<file path="src/rtl/modq_if.sv">
// Handshake bundle between the mod-q scheduler, its requesters and the shared reducer.
// The master side is the scheduler; the slave side is the surrounding clients and reducer.
interface modq_if #(
    parameter int N    = 256,
    parameter int NREQ = 4
);
    localparam int GW = ($clog2(NREQ) > 1) ? $clog2(NREQ) : 1;

    logic [NREQ-1:0]   req_valid;
    logic [NREQ*N-1:0] req_data;
    logic [NREQ-1:0]   req_ready;
    logic [NREQ-1:0]   rsp_valid;
    logic [NREQ-1:0]   rsp_ready;
    logic [N-1:0]      rsp_data;
    logic              rsp_err;
    logic              red_start;
    logic [N-1:0]      red_a;
    logic              red_done;
    logic [N-1:0]      red_b;
    logic              busy;
    logic [GW-1:0]     grant_id;

    modport master (
        input  req_valid, req_data, rsp_ready, red_done, red_b,
        output req_ready, rsp_valid, rsp_data, rsp_err, red_start, red_a, busy, grant_id
    );

    modport slave (
        output req_valid, req_data, rsp_ready, red_done, red_b,
        input  req_ready, rsp_valid, rsp_data, rsp_err, red_start, red_a, busy, grant_id
    );
endinterface

</file>
<file path="src/rtl/modq_sched.sv">
// Round-robin scheduler sharing one multi-cycle mod-q reducer among NREQ requesters.
// One job in flight at a time; a reducer that never answers is aborted after TIMEOUT cycles
// and the requester receives an error response with zero data.
//
//   state  | meaning
//   IDLE   | waiting for any req_valid; accepts the next requester in round-robin order
//   ISSUE  | pulses red_start for one cycle, clears the timeout timer
//   WAIT   | waiting for red_done or timer expiry
//   RESP   | presenting rsp_valid to the granted requester until it takes the result
module modq_sched #(
    parameter int N       = 256,
    parameter int NREQ    = 4,
    parameter int TIMEOUT = 512
) (
    input  logic   clk,
    input  logic   rst_n,
    modq_if.master bus
);
    localparam int GW = ($clog2(NREQ) > 1) ? $clog2(NREQ) : 1;
    localparam int TW = $clog2(TIMEOUT + 1);

    localparam logic [1:0] S_IDLE  = 2'd0;
    localparam logic [1:0] S_ISSUE = 2'd1;
    localparam logic [1:0] S_WAIT  = 2'd2;
    localparam logic [1:0] S_RESP  = 2'd3;

    logic [1:0]      state;
    logic [TW-1:0]   timer;
    logic [GW-1:0]   last_grant;
    logic [GW-1:0]   grant_id_q;
    logic [N-1:0]    red_a_q;
    logic [N-1:0]    rsp_data_q;
    logic            rsp_err_q;

    logic [GW-1:0]   pick;
    logic [GW-1:0]   scan_idx;
    logic            pick_found;
    logic [N-1:0]    pick_data;
    logic [NREQ-1:0] grant_onehot;
    logic            grant_ack;

    // Round-robin search starting one past the last served requester.
    always_comb begin
        pick       = '0;
        scan_idx   = '0;
        pick_found = 1'b0;
        for (int off = 1; off <= NREQ; off++) begin
            scan_idx = GW'((int'(last_grant) + off) % NREQ);
            if (!pick_found && ((bus.req_valid >> scan_idx) & NREQ'(1)) != '0) begin
                pick_found = 1'b1;
                pick       = scan_idx;
            end
        end
    end

    // Operand mux for the chosen requester; constant slices keep the select narrow.
    always_comb begin
        pick_data = '0;
        for (int i = 0; i < NREQ; i++) begin
            if (pick == GW'(i)) begin
                pick_data = bus.req_data[i*N +: N];
            end
        end
    end

    // Output decode from state and the registered grant.
    always_comb begin
        grant_onehot  = NREQ'(1) << grant_id_q;
        grant_ack     = |(bus.rsp_ready & grant_onehot);
        bus.req_ready = (rst_n && state == S_IDLE && pick_found) ? (NREQ'(1) << pick) : '0;
        bus.rsp_valid = (state == S_RESP) ? grant_onehot : '0;
        bus.red_start = (state == S_ISSUE);
        bus.busy      = (state != S_IDLE);
        bus.red_a     = red_a_q;
        bus.rsp_data  = rsp_data_q;
        bus.rsp_err   = rsp_err_q;
        bus.grant_id  = grant_id_q;
    end

    // Sequencer: accept, launch, wait/timeout, respond. red_done outside WAIT is ignored.
    always_ff @(posedge clk) begin
        if (!rst_n) begin
            state      <= S_IDLE;
            timer      <= '0;
            last_grant <= GW'(NREQ - 1);
            grant_id_q <= '0;
            red_a_q    <= '0;
            rsp_data_q <= '0;
            rsp_err_q  <= 1'b0;
        end else begin
            case (state)
                S_IDLE: begin
                    if (pick_found) begin
                        red_a_q    <= pick_data;
                        grant_id_q <= pick;
                        state      <= S_ISSUE;
                    end
                end
                S_ISSUE: begin
                    timer <= '0;
                    state <= S_WAIT;
                end
                S_WAIT: begin
                    timer <= timer + TW'(1);
                    // Completion takes priority over a simultaneous expiry.
                    if (bus.red_done) begin
                        rsp_data_q <= bus.red_b;
                        rsp_err_q  <= 1'b0;
                        state      <= S_RESP;
                    end else if (timer == TW'(TIMEOUT - 1)) begin
                        rsp_data_q <= '0;
                        rsp_err_q  <= 1'b1;
                        state      <= S_RESP;
                    end
                end
                S_RESP: begin
                    if (grant_ack) begin
                        last_grant <= grant_id_q;
                        state      <= S_IDLE;
                    end
                end
                default: state <= S_IDLE;
            endcase
        end
    end
endmodule
</file>
<file path="src/flat_wrapper.sv">
// flat-port wrapper written by rule: the top's interface ports become plain ports
module modq_sched_flat 
#(
    parameter int N       = 256,
    parameter int NREQ    = 4,
    parameter int TIMEOUT = 512
)
  (clk, rst_n, bus_req_valid, bus_req_data, bus_rsp_ready, bus_red_done, bus_red_b, bus_req_ready, bus_rsp_valid, bus_rsp_data, bus_rsp_err, bus_red_start, bus_red_a, bus_busy, bus_grant_id);
  modq_if #(.N(N), .NREQ(NREQ)) bus_i ();
  input  logic clk;
  input  logic rst_n;
  input wire logic [$bits(bus_i.req_valid)-1:0] bus_req_valid;
  input wire logic [$bits(bus_i.req_data)-1:0] bus_req_data;
  input wire logic [$bits(bus_i.rsp_ready)-1:0] bus_rsp_ready;
  input wire logic [$bits(bus_i.red_done)-1:0] bus_red_done;
  input wire logic [$bits(bus_i.red_b)-1:0] bus_red_b;
  output wire logic [$bits(bus_i.req_ready)-1:0] bus_req_ready;
  output wire logic [$bits(bus_i.rsp_valid)-1:0] bus_rsp_valid;
  output wire logic [$bits(bus_i.rsp_data)-1:0] bus_rsp_data;
  output wire logic [$bits(bus_i.rsp_err)-1:0] bus_rsp_err;
  output wire logic [$bits(bus_i.red_start)-1:0] bus_red_start;
  output wire logic [$bits(bus_i.red_a)-1:0] bus_red_a;
  output wire logic [$bits(bus_i.busy)-1:0] bus_busy;
  output wire logic [$bits(bus_i.grant_id)-1:0] bus_grant_id;
  assign bus_i.req_valid = bus_req_valid;
  assign bus_i.req_data = bus_req_data;
  assign bus_i.rsp_ready = bus_rsp_ready;
  assign bus_i.red_done = bus_red_done;
  assign bus_i.red_b = bus_red_b;
  assign bus_req_ready = bus_i.req_ready;
  assign bus_rsp_valid = bus_i.rsp_valid;
  assign bus_rsp_data = bus_i.rsp_data;
  assign bus_rsp_err = bus_i.rsp_err;
  assign bus_red_start = bus_i.red_start;
  assign bus_red_a = bus_i.red_a;
  assign bus_busy = bus_i.busy;
  assign bus_grant_id = bus_i.grant_id;
  modq_sched #(.N(N), .NREQ(NREQ), .TIMEOUT(TIMEOUT)) u_core (.clk(clk), .rst_n(rst_n), .bus(bus_i));
endmodule
</file>
<file path="config.mk">
export PLATFORM = sky130hd
export DESIGN_NAME = modq_sched_flat
export DESIGN_NICKNAME = d
export VERILOG_FILES = /design/src/rtl/modq_if.sv /design/src/rtl/modq_sched.sv /design/src/flat_wrapper.sv
export SDC_FILE = /design/constraint.sdc
export NUM_CORES = 1
export LEC_CHECK = 0
export CORE_AREA = 2 2 706 708
export CTS_CLUSTER_SIZE = 8
export DETAILED_ROUTE_END_ITERATION = 7
export DIE_AREA = 0 0 708 710
export GPL_ROUTABILITY_DRIVEN = 0
export PLACE_DENSITY = 0.3
export SYNTH_ARGS = -nofsm -noshare
export SYNTH_HDL_FRONTEND = slang
export SYNTH_SLANG_ARGS = --single-unit
</file>
<file path="constraint.sdc">
create_clock -name clk -period 2.6 [get_ports clk]
set_input_delay 0.39 -clock clk [delete_from_list [all_inputs] [get_ports clk]]
set_output_delay 0.39 -clock clk [all_outputs]
set_load 0.01 [all_outputs]
</file>
==> flow_summary.toml, run 1 <==
[job]
timing.max_cap.violations = 0

[logic_synthesis]
yosys.area.top_type = "dfxtp_1"
synth_compound_area_frac = 0.257
ys_ff_latch = 529
synthArstFlopShare = 0
synth.distinct_cells = 41
synthTopCellsByArea = "dfxtp_1, nand2_1, o31ai_1, a22oi_1, and3_1"
synthMuxAreaShare = 0.0423
synth-adder-area-share = 0.00280
synth.avg_cell_area_um2 = 7.96
synth_top_family_by_area = "compound AO/OA/AOI/OAI gates"
synth_area_mm2 = 0.0268
synth.top_cells.by_count = "nand2_1, dfxtp_1, nor2_1"
synthSimpleGateAreaFrac = 0.240
yosysMostFrequentCell = "nand2_1"
ys.flop_type = "dfxtp_1"
syn-num-nets = 4662
synth_xor_area_frac = 0.00294
yosys_warnings = 0
netlist_instances = 3365
ys_seq_area_frac = 0.395
synth_edf_count = 0
yosys.area.top_type_share = 0.395

[placement]
pre_cts_ws_ps = -599
port_buffers = 1815
dp.final_hpwl_um = 332000
dp.cells = 11600
placed_area_mm2 = 0.0549

[clocking]
cts_hold_buf = 0
cts_root_buffer = "clkbuf_16"
cts_buffer_depth = 4
insertion_delay_ps = 860
cts_inserted_buffers = 88
clk_pin_slew_worst_paths_ps = 60
cts_tree = "yes"
cts.htree.levels = 3
clock_sinks = 529

[worst_setup_path]
critical_path.startpoint = "u_core.state[1]"
r2r_setup_slack_ps = 120
cp.required_ps = 2210
cp_data_arrival_time_ps = 2210
reg2reg_depth = 10
r2r_start = "u_core.last_grant[0]"
cp-start-kind = "flop"
endpoint = "bus_req_ready[0]"
worstSetupPathType = "flop to primary output"
end_kind = "primary output"
critPathMaxFanout = 5
r2r-end = "u_core.bus.red_a[136]"

[timing]
setup_ws_ps = 4.13
rsz0062_at_grt = "yes"
slew_viol_final = 0
worst_pin_slew_ps = 1030
slew_headroom = 0.316
finalHoldViolCount = 0
final.min_clock_period_ps = 2600
fmax_mhz = 385
skew_ps = 108
fin_crit_sh = 0.998
setup_viol_count_final = 0

[grt]
grt_max_degree = 102
grt.total_usage = 0.143
grt_first_pass_wirelength_um = 462000
grt_pass1_vias = 37300
antenna_found_initial = 263
grt_overflow = 0

[layout]
drive_above_1_share = 0.102
n_fill_cell = 56800
nNetsFinal = 6509
design_area_mm2 = 0.0586
area_growth_pct = 119
final_cell_count_no_fill = 11800

[routing]
drt_first_iter_violations = 3473
viasPerCell = 3.20
first_pass_iters = 6
ant_nets = 0
vias = 37900
drc_errors = 0
wl_per_cell_um = 32.5
wl_um = 385000

[outcome]
status = "completed"

[die]
io_pins = 1816
die_area_mm2 = 0.503
rows = 259
start_util = 0.0540
die_height_um = 710
die_w_um = 708
core_mm2 = 0.495

[power]
vdd_drop_max_mv = 0.507
power_density_mw_per_mm2 = 804
cellLeakagePower_nw = 21.0

[worst_hold_path]
hp-class = "input pin to flop"
==> cell usage in the layout (no fill, tap or decap), types with 3 or more instances in the layout <==
master,count
clkdlybuf4s50_1,1778
nand2_1,593
dfxtp_1,521
nor2_1,383
and3_1,293
o31ai_1,257
buf_4,228
a22oi_1,224
nand3_1,154
o211ai_1,110
a41o_1,110
a311oi_1,110
mux2i_1,105
clkbuf_16,105
buf_12,80
diode_2,58
a22oi_2,32
dlygate4sd2_1,21
clkbuf_1,17
buf_6,12
clkbuf_8,10
nor3_4,7
buf_16,7
mux2i_2,6
xor2_1,6
dfxtp_2,6
inv_1,5
clkinv_2,4
buf_2,4
inv_2,3
nor2b_1,3
a21oi_1,3
nand4_1,3
xnor2_1,3
ha_4,3
ha_1,3
bufinv_16,3
==> critical path, stage by stage, from the launching register on <==
cell     delay [ps]
dfxtp_2         330
inv_2            80
ha_4            150
inv_4            40
buf_12          140
a21oi_4         170
nand2_4         120
nor3_4          150
buf_2           160
==> timing repair <==
action / in CTS / in global routing
endpoints found under the setup margin: 133 / 231
pin swaps: 4 / 8
cloned: 0 / 25
setup buffers: 15 / 4
resized for setup: 65 / 53
==> routing by layer <==
| layer | global-route usage | up-vias | wire (µm) |
|---|---|---|---|
| met2 | 0.242 | 2213 | 184000 |
| met4 | 0.0530 | 136 | 17000 |
| met1 | 0.162 | 18700 | 146000 |
| met3 | 0.0565 | 699 | 37300 |
| li1 | - | 16200 | - |
| met5 | 0 | - | 933 |
==> logic make-up after synthesis <==
kind of cell | after synthesis
simple gates | 1449
compound gates | 860
flops | 529
buf+inv | 400
mux | 112
xor+xnor | 9
fa+ha+maj | 6
==> worst min-delay path by stage <==
stage                                  start                  endpoint  slack, ps  cells after the start
after floorplan           u_core.bus.rsp_err        u_core.bus.rsp_err        480                      2
after global placement    u_core.bus.rsp_err        u_core.bus.rsp_err        450                      2
after detailed placement  u_core.bus.rsp_err        u_core.bus.rsp_err        450                      2
after CTS                     bus_red_b[150]  u_core.bus.rsp_data[150]         50                      3
after global routing           bus_red_b[63]   u_core.bus.rsp_data[63]        120                      3
final                         bus_red_b[150]  u_core.bus.rsp_data[150]        160                      3
==> final cells by class <==
cell class                 count  area [µm²]  area share
timing repair buffer        2147       22100       0.376
tap                         6525        8160       0.139
multi-input combinational   2436       15000       0.256
sequential                   529       10600       0.181
antenna                       58         145     0.00248
clock inverter                11         165     0.00282
inverter                      10        47.5    0.000811
clock buffer                 116        2430      0.0414
==> state kept, by name, summed over array words and instances, names as in the netlist <==
signal               cells
u_core.bus.rsp_err       1
u_core.bus.red_a       256
u_core.bus.grant_id      2
u_core.state             2
u_core.bus.rsp_data    256
u_core.last_grant        2
u_core.timer            10
==> where the power goes <==
part	switching (mW)	internal [mW]	leakage, nW
Combinational	12.7	10.6	15.4
Sequential	1.75	10.4	4.33
Clock	4.93	6.74	1.27
==> through the flow <==
step                      total power, mW  TNS (ps)   util  hold WS (ps)
after CTS                            47.6     -5150  0.116          49.3
after global routing                 49.3      -483  0.118           119
after floorplan                      20.0         0      -           478
after detailed placement             35.3   -111840  0.111           449
final                                47.1         0  0.118           157
after global placement               35.3   -108540  0.111           453
Power figures use the tool's default switching activity.
==> inputs of run 2 (changes only) <==
--- a/config.mk
+++ b/config.mk
@@ -5,11 +5,13 @@
 export SDC_FILE = /design/constraint.sdc
 export NUM_CORES = 1
 export LEC_CHECK = 0
-export CORE_AREA = 2 2 706 708
+export CORE_AREA = 2 2 710 712
+export CTS_BUF_LIST = sky130_fd_sc_hd__clkbuf_8
 export CTS_CLUSTER_SIZE = 8
 export DETAILED_ROUTE_END_ITERATION = 7
-export DIE_AREA = 0 0 708 710
+export DIE_AREA = 0 0 712 714
 export GPL_ROUTABILITY_DRIVEN = 0
+export GPL_TIMING_DRIVEN = 0
 export PLACE_DENSITY = 0.3
 export SYNTH_ARGS = -nofsm -noshare
 export SYNTH_HDL_FRONTEND = slang
==> constraint.sdc (replaced) <==
create_clock -name clk -period 3.3 [get_ports clk]
set_input_delay 0.495 -clock clk [delete_from_list [all_inputs] [get_ports clk]]
set_output_delay 0.495 -clock clk [all_outputs]
set_load 0.01 [all_outputs]
==> run 2 against run 1 <==
  * Die area increased by 1.1%
  * Via count increased by 4.0%
  * Highest routed layer unchanged
  * Core utilization decreased by 0.25 points
  * Non-clock buffer count increased by 174
  * Clock power decreased by 25%
  * Clock-buffer cell count increased by 42
  * Cell count increased by 3.9%
  * Sequential cell count unchanged
  * Wire length increased by 6.2%
  * Total power decreased by 22%
==> flow_summary.toml, run 2 (synthesis results as in run 1) <==
[die]
start_util = 0.0535
die_w_um = 712
die_area_mm2 = 0.508
io_pins = 1816
core_mm2 = 0.500
rows = 260
die_height_um = 714

[clocking]
cts.htree.levels = 3
insertion_delay_ps = 1060
cts_tree = "yes"
cts_buffer_depth = 4
clk_pin_slew_worst_paths_ps = 60
cts_inserted_buffers = 124
clock_sinks = 529
cts_root_buffer = "clkbuf_8"

[placement]
dp.final_hpwl_um = 368000
dp.cells = 11900
port_buffers = 1814

[grt]
grt_max_degree = 23
top_usage_layer = "met2"
antenna_found_initial = 346
grt_first_pass_wirelength_um = 493000
grtUsageMet2 = 0.254
grt_overflow = 0
grtUsageMet3 = 0.0731
grt_pass1_vias = 38100
grt.total_usage = 0.153
met1_usage = 0.170

[routing]
vias = 39400
wl_um = 409000
ant_nets = 0
drt_first_iter_violations = 3493
drc_errors = 0
wl_per_cell_um = 33.3
viasPerCell = 3.20
first_pass_iters = 6

[power]
combPwrFrac = 0.499
p_total_mw = 36.8
power.net_switching_mw = 16.3
p_clk_frac = 0.239
power_density_mw_per_mm2 = 635
seq_power_share = 0.261
vdd_drop_max_mv = 0.346
p_int_mw = 20.5
switching_share = 0.442
cellLeakagePower_nw = 20.4

[timing]
slew_viol_final = 0
finalHoldViolCount = 0
rsz0062_at_grt = "yes"
fmax_mhz = 307
final.min_clock_period_ps = 3250
fin_crit_sh = 0.986
setup_viol_count_final = 0
worst_pin_slew_ps = 1360
skew_ps = 145
fin_setup_tns_ps = 0
slew_headroom = 0.0907
fin_hold_ws_ps = 168

[worst_setup_path]
cp.required_ps = 2800
worstSetupPathType = "flop to primary output"
cp_data_arrival_time_ps = 2760
end_kind = "primary output"
cp-start-kind = "flop"
critPathMaxFanout = 19

[layout]
drive_above_1_share = 0.0708
final_cell_count_no_fill = 12300
area_growth_pct = 116
fin_util = 0.116
layout.cells.most_common_list = "clkdlybuf4s50_1, nand2_1, dfxtp_1"
final_common_cell = "clkdlybuf4s50_1"
nNetsFinal = 6719

[worst_hold_path]
hp-class = "input pin to flop"

[job]
timing.max_cap.violations = 0

[outcome]
status = "completed"
[run 2: cell types whose count changed in the layout (fill, tap and decap cells not counted), sizes merged]
cell / delta
clkdlybuf4s50: +28
clkbuf: +324
diode: +37
clkdlybuf4s18: +1
clkdlybuf4s15: +1
clkinv: +11
clkinvlp: +5
bufinv: +4
dlygate4sd3: +85
buf: -206
dlygate4sd2: -17
inv: +36
[run 2: final timing paths]
path                         startpoint  slack [ps]                      end  cells past startpoint
setup reg to reg   u_core.last_grant[0]         200    u_core.bus.red_a[140]                      8
setup / recovery   u_core.last_grant[0]          50         bus_req_ready[0]                      6
hold / removal            bus_red_b[42]         170  u_core.bus.rsp_data[42]                      3
hold reg to reg   u_core.bus.red_a[242]         460    u_core.bus.red_a[242]                      2
[run 2: through the flow]
stage                     cell area (µm²)  worst slack (ps)
after CTS                           57600              -193
final                               57900              45.7
after global routing                57900              -185
after global placement              53300             -3630
after floorplan                     26800               930
after detailed placement            53700             -2230
[run 2: power by group through the flow]
| stage | sequential [mW] | combinational (mW) | clock (mW) |
|---|---|---|---|
| 3_5_place_dp | 9.75 | 18.3 | 0 |
| 5_1_grt | 9.81 | 19.5 | 9.39 |
| 4_1_cts | 9.66 | 18.7 | 9.23 |
| 6_report | 9.62 | 18.4 | 8.81 |
| 2_1_floorplan | 9.94 | 5.82 | 0 |
| 3_3_place_gp | 9.75 | 18.1 | 0 |
[run 2: timing repair]
action                                  CTS  global route
cloned                                    0             0
endpoints found under the hold margin    82             0
hold buffers                             85             0
buffers inserted                         15             1
endpoints found under the setup margin  508           118
pin swaps                                 3             1
resized for setup                       119            22
[run 2: per-layer routing]
layer / wire [µm] / share of wire / vias up
li1: - / - / 16700
met1: 153000 / 0.37 / 19100
met2: 190000 / 0.46 / 2567
met3: 46900 / 0.11 / 822
met4: 17600 / 0.043 / 202
met5: 1290 / 0.0031 / -
[run 2: worst max-delay path, stage by stage (launching register included)]
cell      delay (ps)
dfxtp_4          370
nand2b_1         190
a221oi_4         350
buf_12           290
buf_8            320
nor3_2            80
buf_2            150
[run 2: final cells by class]
type | instances | area [µm²]
clock inverters | 67 | 504
clock buffers | 158 | 2170
multi-input cells | 2436 | 14800
inverters | 10 | 50.0
well taps | 6681 | 8360
flip-flops and latches | 529 | 10600
repair buffers | 1934 | 19400
plain buffers | 387 | 1730
diodes | 95 | 238
fillers | 58000 | 442000
